### config.mk
export PLATFORM = sky130hd
export DESIGN_NAME = alu_pipe
export DESIGN_NICKNAME = d
export VERILOG_FILES = /design/src/rtl/alu_pipe.sv
export SDC_FILE = /design/constraint.sdc
export NUM_CORES = 1
export LEC_CHECK = 0
export ABC_AREA = 1
export CORE_MARGIN = 5
export CORE_UTILIZATION = 30
export CTS_BUF_LIST = sky130_fd_sc_hd__clkbuf_2
export DETAILED_ROUTE_END_ITERATION = 8
export DONT_BUFFER_PORTS = 1
export HOLD_SLACK_MARGIN = 0.15
export RECOVER_POWER = 50
export SYNTH_ARGS = -nofsm -noshare
export SYNTH_HDL_FRONTEND = slang
export SYNTH_SLANG_ARGS = --single-unit
### constraint.sdc
create_clock -name clk -period 7.2 [get_ports clk]
set_input_delay 0.72 -clock clk [delete_from_list [all_inputs] [get_ports clk]]
set_output_delay 0.72 -clock clk [all_outputs]
set_load 0.01 [all_outputs]
### src/rtl/alu_pipe.sv
// Two-stage pipelined ALU with valid/ready handshakes, synchronous flush,
// saturating ADD/SUB and an NZV flag register updated when a result retires.
module alu_pipe #(
  parameter  int WIDTH = 16,
  localparam int SHW   = $clog2(WIDTH)
) (
  input  logic             clk,
  input  logic             rst_n,
  input  logic             flush,
  input  logic             in_valid,
  output logic             in_ready,
  input  logic [WIDTH-1:0] ALU_in1,
  input  logic [WIDTH-1:0] ALU_in2,
  input  logic [2:0]       op,
  output logic             out_valid,
  input  logic             out_ready,
  output logic [WIDTH-1:0] ALU_out,
  output logic [2:0]       res_flag,
  output logic [2:0]       flag_write,
  output logic [2:0]       flag
);

  typedef enum logic [2:0] {
    OP_ADD    = 3'b000,
    OP_SUB    = 3'b001,
    OP_RED    = 3'b010,
    OP_XOR    = 3'b011,
    OP_SLL    = 3'b100,
    OP_SRA    = 3'b101,
    OP_ROR    = 3'b110,
    OP_PADDSB = 3'b111
  } op_e;

  localparam int NBYTES = WIDTH / 8;
  localparam int NLANES = WIDTH / 4;
  localparam logic [WIDTH-1:0] SAT_POS = {1'b0, {(WIDTH-1){1'b1}}};
  localparam logic [WIDTH-1:0] SAT_NEG = {1'b1, {(WIDTH-1){1'b0}}};

  logic             s1_valid;
  logic             s2_valid;
  logic             s1_load;
  logic             s2_load;
  logic             retire;
  logic [WIDTH-1:0] s1_a;
  logic [WIDTH-1:0] s1_b;
  op_e              s1_op;

  // ---------------------------------------------------------------------------
  // Handshake and stage control
  // ---------------------------------------------------------------------------
  assign s2_load   = s1_valid & (~s2_valid | out_ready);
  assign in_ready  = ~s1_valid | s2_load;
  assign s1_load   = in_valid & in_ready;
  assign out_valid = s2_valid;
  assign retire    = s2_valid & out_ready & ~flush;

  always_ff @(posedge clk or negedge rst_n) begin
    if (!rst_n) begin
      s1_valid <= 1'b0;
      s2_valid <= 1'b0;
    end else if (flush) begin
      s1_valid <= 1'b0;
      s2_valid <= 1'b0;
    end else begin
      if (s1_load)      s1_valid <= 1'b1;
      else if (s2_load) s1_valid <= 1'b0;
      if (s2_load)        s2_valid <= 1'b1;
      else if (out_ready) s2_valid <= 1'b0;
    end
  end

  // NOTE: operand registers carry no reset; nothing reads them unless s1_valid is set.
  always_ff @(posedge clk) begin
    if (s1_load) begin
      s1_a  <= ALU_in1;
      s1_b  <= ALU_in2;
      s1_op <= op_e'(op);
    end
  end

  // ---------------------------------------------------------------------------
  // Stage 2 datapath
  // ---------------------------------------------------------------------------
  logic [WIDTH:0]   add_ext;
  logic [WIDTH:0]   sub_ext;
  logic [WIDTH:0]   as_ext;
  logic             as_ovf;
  logic [WIDTH-1:0] as_sat;

  // One extra sign bit makes overflow visible, including A - (most negative B).
  assign add_ext = {s1_a[WIDTH-1], s1_a} + {s1_b[WIDTH-1], s1_b};
  assign sub_ext = {s1_a[WIDTH-1], s1_a} - {s1_b[WIDTH-1], s1_b};

  always_comb begin
    as_ext = (s1_op == OP_SUB) ? sub_ext : add_ext;
    as_ovf = as_ext[WIDTH] ^ as_ext[WIDTH-1];
    if (!as_ovf)            as_sat = as_ext[WIDTH-1:0];
    else if (as_ext[WIDTH]) as_sat = SAT_NEG;
    else                    as_sat = SAT_POS;
  end

  logic [WIDTH-1:0] red_sum;

  always_comb begin
    // NOTE: blocking '=' is right here: each iteration must see the previous partial
    // sum. Every clocked register in this file uses '<=' instead.
    red_sum = '0;
    for (int i = 0; i < NBYTES; i++) begin
      red_sum = red_sum
              + {{(WIDTH-8){s1_a[8*i+7]}}, s1_a[8*i +: 8]}
              + {{(WIDTH-8){s1_b[8*i+7]}}, s1_b[8*i +: 8]};
    end
  end

  logic [WIDTH-1:0] padd;

  always_comb begin
    logic [4:0] lane_sum;
    padd     = '0;
    lane_sum = '0;
    for (int i = 0; i < NLANES; i++) begin
      lane_sum = {s1_a[4*i+3], s1_a[4*i +: 4]} + {s1_b[4*i+3], s1_b[4*i +: 4]};
      if (lane_sum[4] != lane_sum[3]) padd[4*i +: 4] = lane_sum[4] ? 4'b1000 : 4'b0111;
      else                            padd[4*i +: 4] = lane_sum[3:0];
    end
  end

  logic [SHW-1:0]   sh;
  logic [SHW-1:0]   rol_sh;
  logic [WIDTH-1:0] sll_res;
  logic [WIDTH-1:0] sra_res;
  logic [WIDTH-1:0] ror_res;

  // Left-shift for the wrap-around part is -sh mod WIDTH, so sh=0 leaves A intact.
  assign sh      = s1_b[SHW-1:0];
  assign rol_sh  = -sh;
  assign sll_res = s1_a << sh;
  assign sra_res = $signed(s1_a) >>> sh;
  assign ror_res = (s1_a >> sh) | (s1_a << rol_sh);

  logic [WIDTH-1:0] res;
  logic             res_v;
  logic [2:0]       res_mask;

  always_comb begin
    // NOTE: defaults first so every path assigns every output and no latch is inferred.
    res      = '0;
    res_v    = 1'b0;
    res_mask = 3'b010;
    case (s1_op)
      OP_ADD, OP_SUB: begin
        res      = as_sat;
        res_v    = as_ovf;
        res_mask = 3'b111;
      end
      OP_RED:    res = red_sum;
      OP_XOR:    res = s1_a ^ s1_b;
      OP_SLL:    res = sll_res;
      OP_SRA:    res = sra_res;
      OP_ROR:    res = ror_res;
      OP_PADDSB: res = padd;
      default:   res = '0;
    endcase
  end

  // ---------------------------------------------------------------------------
  // Result and architectural flag registers
  // ---------------------------------------------------------------------------
  always_ff @(posedge clk or negedge rst_n) begin
    if (!rst_n) begin
      ALU_out    <= '0;
      res_flag   <= '0;
      flag_write <= '0;
    end else if (s2_load && !flush) begin
      ALU_out    <= res;
      res_flag   <= {res[WIDTH-1], (res == '0), res_v};
      flag_write <= res_mask;
    end
  end

  always_ff @(posedge clk or negedge rst_n) begin
    if (!rst_n) begin
      flag <= 3'b000;
    end else if (retire) begin
      flag <= (flag & ~flag_write) | (res_flag & flag_write);
    end
  end

endmodule

=== Yosys cells after proc, flatten, opt, wreduce, memory -nomap -nowiden ===
Index checks and enable logic that the tools add are counted.

* Register bits: 62
* Input bits: 40
* Logic and storage cells: 77

* $add $sub $neg: 10
* Equal/unequal tests: 11
* Shift-type cells: 4
* Multiplexer cells: 20
* Bitwise gates (word level): 16
* Reductions and logical operators: 7

{| class="wikitable"
|+ Operators by type and width
! cell !! number
|-
| one-hot mux 16 bit (7 select lines) || 1
|-
| 2-to-1 mux 16 bit || 2
|-
| 2-to-1 mux 4 bit || 8
|-
| left shift 16 x 4 -> 16 bit || 2
|-
| adder 4 x 4 -> 5 bit || 4
|-
| adder 16 x 16 -> 17 bit || 1
|-
| 2-to-1 mux 17 bit || 1
|-
| subtractor 16 x 16 -> 17 bit || 1
|-
| zero test 16 bit || 1
|-
| bitwise OR 16 bit || 1
|-
| right shift 16 x 4 -> 16 bit || 1
|-
| >>> shifter 16 x 4 -> 16 bit || 1
|-
| XOR 16 bit || 1
|-
| == test 3 bit, second input constant || 4
|-
| adder 10 x 8 -> 11 bit || 1
|-
| adder 9 x 8 -> 10 bit || 1
|-
| adder 8 x 8 -> 9 bit || 1
|-
| 2-to-1 mux 1 bit || 7
|-
| AND 3 bit || 2
|-
| == test 3 x 2 -> 1 bit, second input constant || 2
|-
| nonzero test 3 bit || 2
|-
| AND 1 bit || 4
|-
| inequality test 1 bit || 4
|-
| negator 4 bit || 1
|-
| 11 further kinds || 14
|}

=== Longest topological paths before layout ===
Gate-level depths: netlist (run 1).

* Word-level depth: 7
* Depth in mapped cells: 30
* Depth with buffers taken out: 29

=== Worst setup path after synthesis (run 1) ===
OpenSTA, ideal clock, no wires.

* Path type: reg2reg
* From: register s1_b[1]
* To: register res_flag[1]
* Setup time: 75 ps
* Arrival: 3,517 ps
* Slack: 3,608 ps
* Cell stages (with the launch flop): 22
* Clock period less this slack: 3,592 ps
* Cell sequence: edfxtp_1 > buf_2 > inv_1 > buf_2 > fa_1 > fa_1 > inv_1 > ha_1 > fa_1 > nand3_1 > nand2_1 > nand2_1 > nand2_1 > a21oi_1 > nand2_1 > nand2_1 > nand3_1 > nand2_1 > nand2_1 > nor2_1 > nand2_1 > o21bai_2

* Longest elaborated chain between the ends: 6
* Elaborated cells on any way between the ends: 22

{| class="wikitable"
|+ RTL lines
! item !! RTL line !! text
|-
| from (decl) || 45 || <nowiki>logic [WIDTH-1:0] s1_b;</nowiki>
|-
| from (signal assigned) || 76 || <nowiki>s1_b <= ALU_in2;</nowiki>
|-
| branches (longest 4 deep; another with adder 10 x 8 -> 11 bit) || - ||
|-
| one-hot mux 16 bit (7 select lines) * || 150 || <nowiki>case (s1_op)</nowiki>
|-
| zero test 16 bit * || 176 || <nowiki>res_flag <= {res[WIDTH-1], (res == '0), res_v};</nowiki>
|-
| to (signal assigned) || 176 ||
|-
| to (decl) || 18 || <nowiki>output logic [2:0] res_flag,</nowiki>
|}

Mark *: on every way between the ends.
A chain may end at the register's enable or synchronous reset.

=== Worst setup path in the final report (run 1) ===
* From: register s1_b[2]
* To: register res_flag[1]

Same word-level chain as after synthesis.

==> key figures, run 1 <==
Yosys
  • Xor-xnor portion of the synthesized cell area: 3.21%
  • Cell count after synthesis: 1,211
  • Post-Syn Nets: 1,323
  • Synth Flop Type: edfxtp_1
  • Main combinational cell family by area after synthesis: simple AND/OR/NAND/NOR gates
  • Post-synthesis mux area share: 0%
  • EDFF count, synth: 35
  • Mapped Area: 7640 um2
  • Adder-Cell Fraction of Synth Area: 14.0%
  • Register area share after synthesis: 21.9%
  • Syn Area/Cell: 6.31 um2
  • #FFs+latches synth: 60
  • Synth unique cells: 45
  • Synth Area in Simple Gates: 39.7%
  • Warnings, synthesis: 0
  • Async SR Flop Fraction: 41.7%
  • Synth Area in Compound Gates: 11.7%

Floorplanning
  • Row count: 58
  • Die X: 170 um
  • Die Area: 28,800 um2
  • I/O pins: 67
  • Initial Utilization: 30.4%
  • Die H: 170 um
  • Core box area: 25,100 um2

Layout
  • Most frequent cells in the layout: 424 x nand2_1, 155 x nand3_1, 128 x inv_1
  • Leading cell type in the layout, fill and taps excluded: nand2_1
  • Post-layout util: 32.4%
  • Final nets: 1,313
  • Area grow syn2layout: 6.34%
  • Layout cell share with drive strength beyond 1: 5.06%
  • Filler cells: 2,855
  • Finished Cell Area: 8120 um2

STA
  • Period utilization: 66.6%
  • Fmax: 209 MHz
  • Transition time at the pin with the least slew margin: 1.91 ns
  • RSZ-0062 raised after global routing: false
  • Final Max Tran Viols: 36
  • Clk_skew: 0.0474 ns
  • Endpoints failing hold: 0
  • Post-route setup TNS: 0 ns
  • Relative slew slack: -27.6%
  • Final setup viols: 0
  • Clock period minus worst slack: 4.79 ns

Worst setup path
  • Reg2reg start: s1_b[2]
  • Kind of critical path: flop to flop
  • Setup crit start kind: flop
  • CP bufs+invs: 6
  • Cell mode on critical path: nand2_1
  • Crit. Startpoint: s1_b[2]
  • WP data arrival: 5.34 ns
  • WP data required: 7.74 ns
  • Slowest cell on crit path: inv_2
  • Family with the most delay on the worst path: simple AND/OR/NAND/NOR gates
  • Crit-path max FO: 42
  • Critical Path Sink Type: flop
  • CP max stage delay: 0.62 ns

Routing
  • Drt wl/cell: 17.9 um
  • DRC: 0
  • Pre-antenna DRT Iters: 5
  • 1st-iter DRT viols: 712
  • Via/cell ratio: 5.27
  • Final WL: 27.5 mm
  • Post-route ant nets: 0
  • Routed vias: 8,096

Clock tree
  • Sink Count: 60
  • Post-CTS setup buffers: 0
  • H-tree levels: 3
  • CTS root buf: clkbuf_2
  • Clock Path Buffers: 2
  • Skew-Pair Late Insertion Delay: 0.59 ns
  • CTS Buf Count: 9
  • CTS tree: built
  • Worst-path clk slew: 0.22 ns

Power and ir drop
  • Power Dens Cells: 167 nW/um2
  • Leak pwr: 4.07 nW
  • Highest ir drop seen on vdd: 0.0876 mV

Run status
  • Outcome: complete, but fails checks
  • Failing checks: max-capacitance violations, max-slew violations

Global routing
  • Initial antenna violation count: 2
  • Largest net degree at the start of global routing: 43
  • First-pass GRT wire length: 42.8 mm
  • Remaining Overflow, GRT: 0
  • GRT Total Usage: 19.1%
  • Number of global-route vias before repair: 7,625

Placement
  • Detailed placement HPWL: 21.5 mm
  • Area post-placement: 7900 um2
  • IO buf count: 0
  • Final Wtd Congestion: 1.05

Hold path
  • Hold wc startpoint: ALU_in1[1]
  • Kind of path behind the tightest hold check: primary input to flop

Job
  • Maxcap violations: 1
## cells by family (layout without fill, tap and decap cells)
logic type	after synthesis	count (layout)
DFF	60	60
buffers and inverters	178	173
AOI/OAI and AO/OA	158	158
and+or+nand+nor	715	715
other	0	1
adders and majority gates	72	72
xor gates and xnor gates	28	28
## worst register-to-register path: cells and delay by family (launching register included)
| family | cells | cell delay (ns) |
|---|---|---|
| DFF | 1 | 0.42 |
| adders and majority gates | 1 | 0.31 |
| and+or+nand+nor | 17 | 2.02 |
| xor gates and xnor gates | 1 | 0.18 |
| AOI/OAI and AO/OA | 3 | 0.60 |
| buffers and inverters | 6 | 1.23 |
## worst paths after layout
check                              end  depth (start not counted)  slack [ns]
setup / recovery           res_flag[1]                         28        2.41
hold / removal                 s1_a[1]                          0        0.22
setup reg to reg           res_flag[1]                         28        2.41
hold reg to reg              out_valid                          2        0.58
max in group asynchronous   ALU_out[4]                          2        5.44
min in group asynchronous  ALU_out[13]                          2        0.93
## power by group
part	leakage [nW]	total, mW	switching [mW]	internal [mW]
registers	0.660	0.474	0.0667	0.408
clock network	0.0555	0.192	0.148	0.0432
logic	3.35	0.694	0.457	0.237
total	4.07	1.36	0.672	0.688
## through the flow
| step | instances | worst slack [ns] | hold slack, ns | power, mW |
|---|---|---|---|---|
| after floorplan | 1211 | 3.61 | 0.424 | 0.984 |
| after global placement | 1506 | 2.57 | 0.425 | 1.16 |
| after detailed placement | 1506 | 2.52 | 0.425 | 1.15 |
| after CTS | 1525 | 2.46 | 0.170 | 1.36 |
| after global routing | 1537 | 1.97 | 0.168 | 1.49 |
| final | 1537 | 2.41 | 0.219 | 1.36 |
## registers in the layout (all words and copies together) (netlist names), named ones only
signal      flops
out_valid       1
s1_b           16
flag_write      2
s1_op           3
s1_valid        1
res_flag        2
ALU_out        16
s1_a           16
## cell usage after synthesis, drive strengths merged, types with 5 or more instances
| master | instances | area share [%] |
|---|---|---|
| and2 | 5 | 0.41 |
| nor2 | 87 | 4.5 |
| dfrtp | 25 | 8.2 |
| fa | 22 | 5.8 |
| o211ai | 12 | 1.2 |
| nand4 | 14 | 1.1 |
| o21ai | 69 | 4.6 |
| a21oi | 60 | 4.3 |
| o21a | 5 | 0.49 |
| nand3 | 156 | 10 |
| clkbuf | 12 | 0.59 |
| xnor2 | 6 | 0.69 |
| nand2 | 439 | 22 |
| buf | 31 | 2.2 |
| ha | 50 | 8.2 |
| inv | 133 | 6.5 |
| nor3 | 5 | 0.46 |
| or2 | 5 | 0.41 |
| edfxtp | 35 | 14 |
| xor2 | 22 | 2.5 |
## layout make-up
type | instances | area, um2 | share of cell area (%)
multi-input cells | 973 | 5250 | 64.6
inverters | 135 | 507 | 6.24
well taps | 330 | 413 | 5.08
clock inverters | 7 | 42.5 | 0.524
diodes | 1 | 2.50 | 0.0308
repair buffers | 22 | 190 | 2.34
flip-flops and latches | 60 | 1680 | 20.6
clock buffers | 9 | 45.0 | 0.555
## routing by layer
metal,track usage (%),routed length (um),vias to the layer above
met2,29.3,11800,338
met5,0,13,-
met1,26.6,12400,3766
met3,4.19,2280,66
met4,6.62,983,2
li1,-,-,3924
## timing repair
item	in CTS	in global routing
hold endpoints to repair	27	11
gates resized for setup	0	0
hold buffers	3	11
Note: power is estimated with default switching activity, not from simulation.
==> run 2: changes to the inputs <==
clock period = 3.9 ns   (was 7.2 ns; I/O delays follow)
==> run 2 against run 1 <==
Net effect: critical path depth down 3; the run now ends clean; highest routed layer is now met4; combinational power increased by 100%; largest cell class unchanged; sequential share of layout area fell by 1.6 points; clock power up 110%; design area rose by 8.6%; largest power group unchanged; global-route usage decreased by 0.066 points; worst hold slack gained 0.20 ns.
==> key figures, run 2 (synthesized netlist as in run 1, its figures left out) <==
Run status
  • Outcome: finished, final reports clean

STA
  • Final Max Tran Viols: 0
  • Period utilization: 98.6%
  • Endpoints failing hold: 0
  • Transition time at the pin with the least slew margin: 1.32 ns
  • Worst hold slack: 0.418 ns
  • Relative slew slack: 12.0%
  • RSZ-0062 raised after global routing: true
  • Clk_skew: 0.0439 ns
  • Fmax: 260 MHz
  • Final setup viols: 0
  • Clock period minus worst slack: 3.85 ns

Hold path
  • Hold Path Sink: s1_b[13]
  • WHS Path Cells: 3
  • Kind of path behind the tightest hold check: primary input to flop
  • Hold wc startpoint: in_valid

Floorplanning
  • Initial Utilization: 30.4%
  • Core box area: 25,100 um2
  • Die X: 170 um
  • Row count: 58
  • Die H: 170 um
  • Die Area: 28,800 um2
  • I/O pins: 67

Routing
  • Metal3 WL: 2.77 mm
  • Post-route ant nets: 0
  • Drt wl/cell: 17.3 um
  • Final WL: 27.7 mm
  • Via/cell ratio: 5.18
  • DR WL met2: 11.9 mm
  • 1st-iter DRT viols: 843
  • Max Used Layer: met4
  • Pre-antenna DRT Iters: 7
  • Routed length on met1: 12.0 mm
  • Routed vias: 8,297
  • DRC: 0

Worst setup path
  • Reg2Reg Depth: 25
  • WP data required: 4.41 ns
  • Critical Path Sink Type: flop
  • Setup crit start kind: flop
  • Kind of critical path: flop to flop
  • Reg2reg start: s1_b[1]
  • Crit-path max FO: 6
  • WP data arrival: 4.36 ns
  • R2r setup slk: 0.05 ns
  • Reg2reg end: res_flag[1]

Power and ir drop
  • Highest ir drop seen on vdd: 0.180 mV
  • Power Dens Cells: 302 nW/um2
  • Sw Pwr: 1.26 mW
  • Internal power: 1.41 mW
  • Switching Share: 47.3%
  • Flop pwr share: 31.8%
  • Leak pwr: 4.40 nW
  • Combinational power share: 52.8%
  • Clk pwr share: 15.4%

Global routing
  • Largest net degree at the start of global routing: 36
  • Remaining Overflow, GRT: 0
  • First-pass GRT wire length: 42.8 mm
  • Initial antenna violation count: 0
  • Number of global-route vias before repair: 7,845
  • GRT Total Usage: 19.0%

Layout
  • Most frequent cells in the layout: 420 x nand2_1, 154 x nand3_1, 127 x inv_1
  • Final nets: 1,380
  • Layout cell share with drive strength beyond 1: 9.51%
  • Non-Filler Instances: 1,603
  • Leading cell type in the layout, fill and taps excluded: nand2_1
  • Post-layout util: 35.1%
  • Filler cells: 2,841
  • Top Registers: ALU_out x16, s1_a x16, s1_b x16
  • Diodes inserted: 0
  • Area grow syn2layout: 15.5%

Clock tree
  • Skew-Pair Late Insertion Delay: 0.57 ns
  • Sink Count: 60
  • Clock Path Buffers: 2
  • CTS tree: built
  • CTS Buf Count: 9
  • H-tree levels: 3
  • Worst-path clk slew: 0.21 ns
  • CTS root buf: clkbuf_2

Placement
  • IO buf count: 0
  • Final Wtd Congestion: 1.02
  • Dpl cells: 1,541
  • Detailed placement HPWL: 22.3 mm

Job
  • Maxcap violations: 0
[run 2: cell count changes in the layout (fill, tap and decap cells not counted), moves of 2 or more]
cell / before / now
nand2_2: 14 / 18
nor2_1: 82 / 80
nand2_1: 424 / 420
ha_1: 50 / 47
nor2_2: 4 / 6
a21oi_1: 57 / 54
buf_4: 7 / 47
a21oi_2: 1 / 4
dlygate4sd3_1: 13 / 39
ha_2: 0 / 2
[run 2: final cells by class]
class	count	area, um2	share of cell area, %
Tap cell	330	413	4.68
Timing Repair Buffer	89	792	8.98
Inverter	135	507	5.74
Clock inverter	7	66.3	0.752
Multi-Input combinational cell	973	5320	60.3
Sequential cell	60	1680	19.0
Clock buffer	9	45.0	0.510
[run 2: worst max-delay path, cell delays in order (launching register included)]
cell and delay (ns):
edfxtp_1 0.48, nor2_2 0.13, nand2_1 0.09, inv_2 0.09, nand4_1 0.11, or3_4 0.42
nor3_4 0.24, a31oi_2 0.13, xor2_1 0.21, ha_2 0.34, nand2_2 0.10, inv_1 0.04
nand2_1 0.05, nand2_1 0.06, a21oi_2 0.15, nand2_1 0.09, nand2_1 0.09, nand2_2 0.08
a21oi_4 0.22, clkbuf_16 0.20, nand2_1 0.05, nand2_1 0.07, nand2_1 0.06, nor2_1 0.08
nand2_1 0.08, o21bai_2 0.12
[run 2: worst max path at each step]
stage                     slack [ns]     endpoint  startpoint
after floorplan                 0.31  res_flag[1]     s1_b[1]
after global placement          0.15  res_flag[1]     s1_b[1]
after detailed placement        0.02  res_flag[1]     s1_b[1]
after CTS                       0.02  res_flag[1]     s1_b[1]
after global routing           -0.22  res_flag[1]     s1_b[1]
final                           0.05  res_flag[1]     s1_b[1]
[run 2: repair_timing]
| action | CTS | global route |
|---|---|---|
| gates cloned | 0 | 1 |
| setup endpoints to repair | 1 | 17 |
| resized for setup | 0 | 21 |
| endpoints found under the hold margin | 67 | 0 |
| setup buffers | 1 | 4 |
| pin swaps | 1 | 19 |
| hold buffers | 40 | 0 |
[run 2: metrics by stage]
step	instance area (um2)	TNS, ns	worst slack, ns	power (mW)
detailed placement	8160	0	0.0208	2.18
floorplan	7640	0	0.308	1.82
finish	8820	0	0.0535	2.67
global placement	8160	0	0.148	2.17
CTS	8700	0	0.0196	2.65
global route	8820	-0.274	-0.217	2.91
[run 2: power by group through the flow]
| stage | logic [mW] | registers (mW) | clock network (mW) |
|---|---|---|---|
| finish | 1.41 | 0.847 | 0.411 |
| detailed placement | 1.32 | 0.864 | 0 |
| CTS | 1.37 | 0.850 | 0.434 |
| global placement | 1.31 | 0.862 | 0 |
| global route | 1.59 | 0.861 | 0.462 |
| floorplan | 0.974 | 0.843 | 0 |
[run 2: per-layer routing]
metal / up-vias / GRT usage (%)
met5: - / 0
met4: 0 / 6.65
met3: 53 / 5.31
met2: 336 / 29.3
met1: 3856 / 25.6
li1: 4052 / -
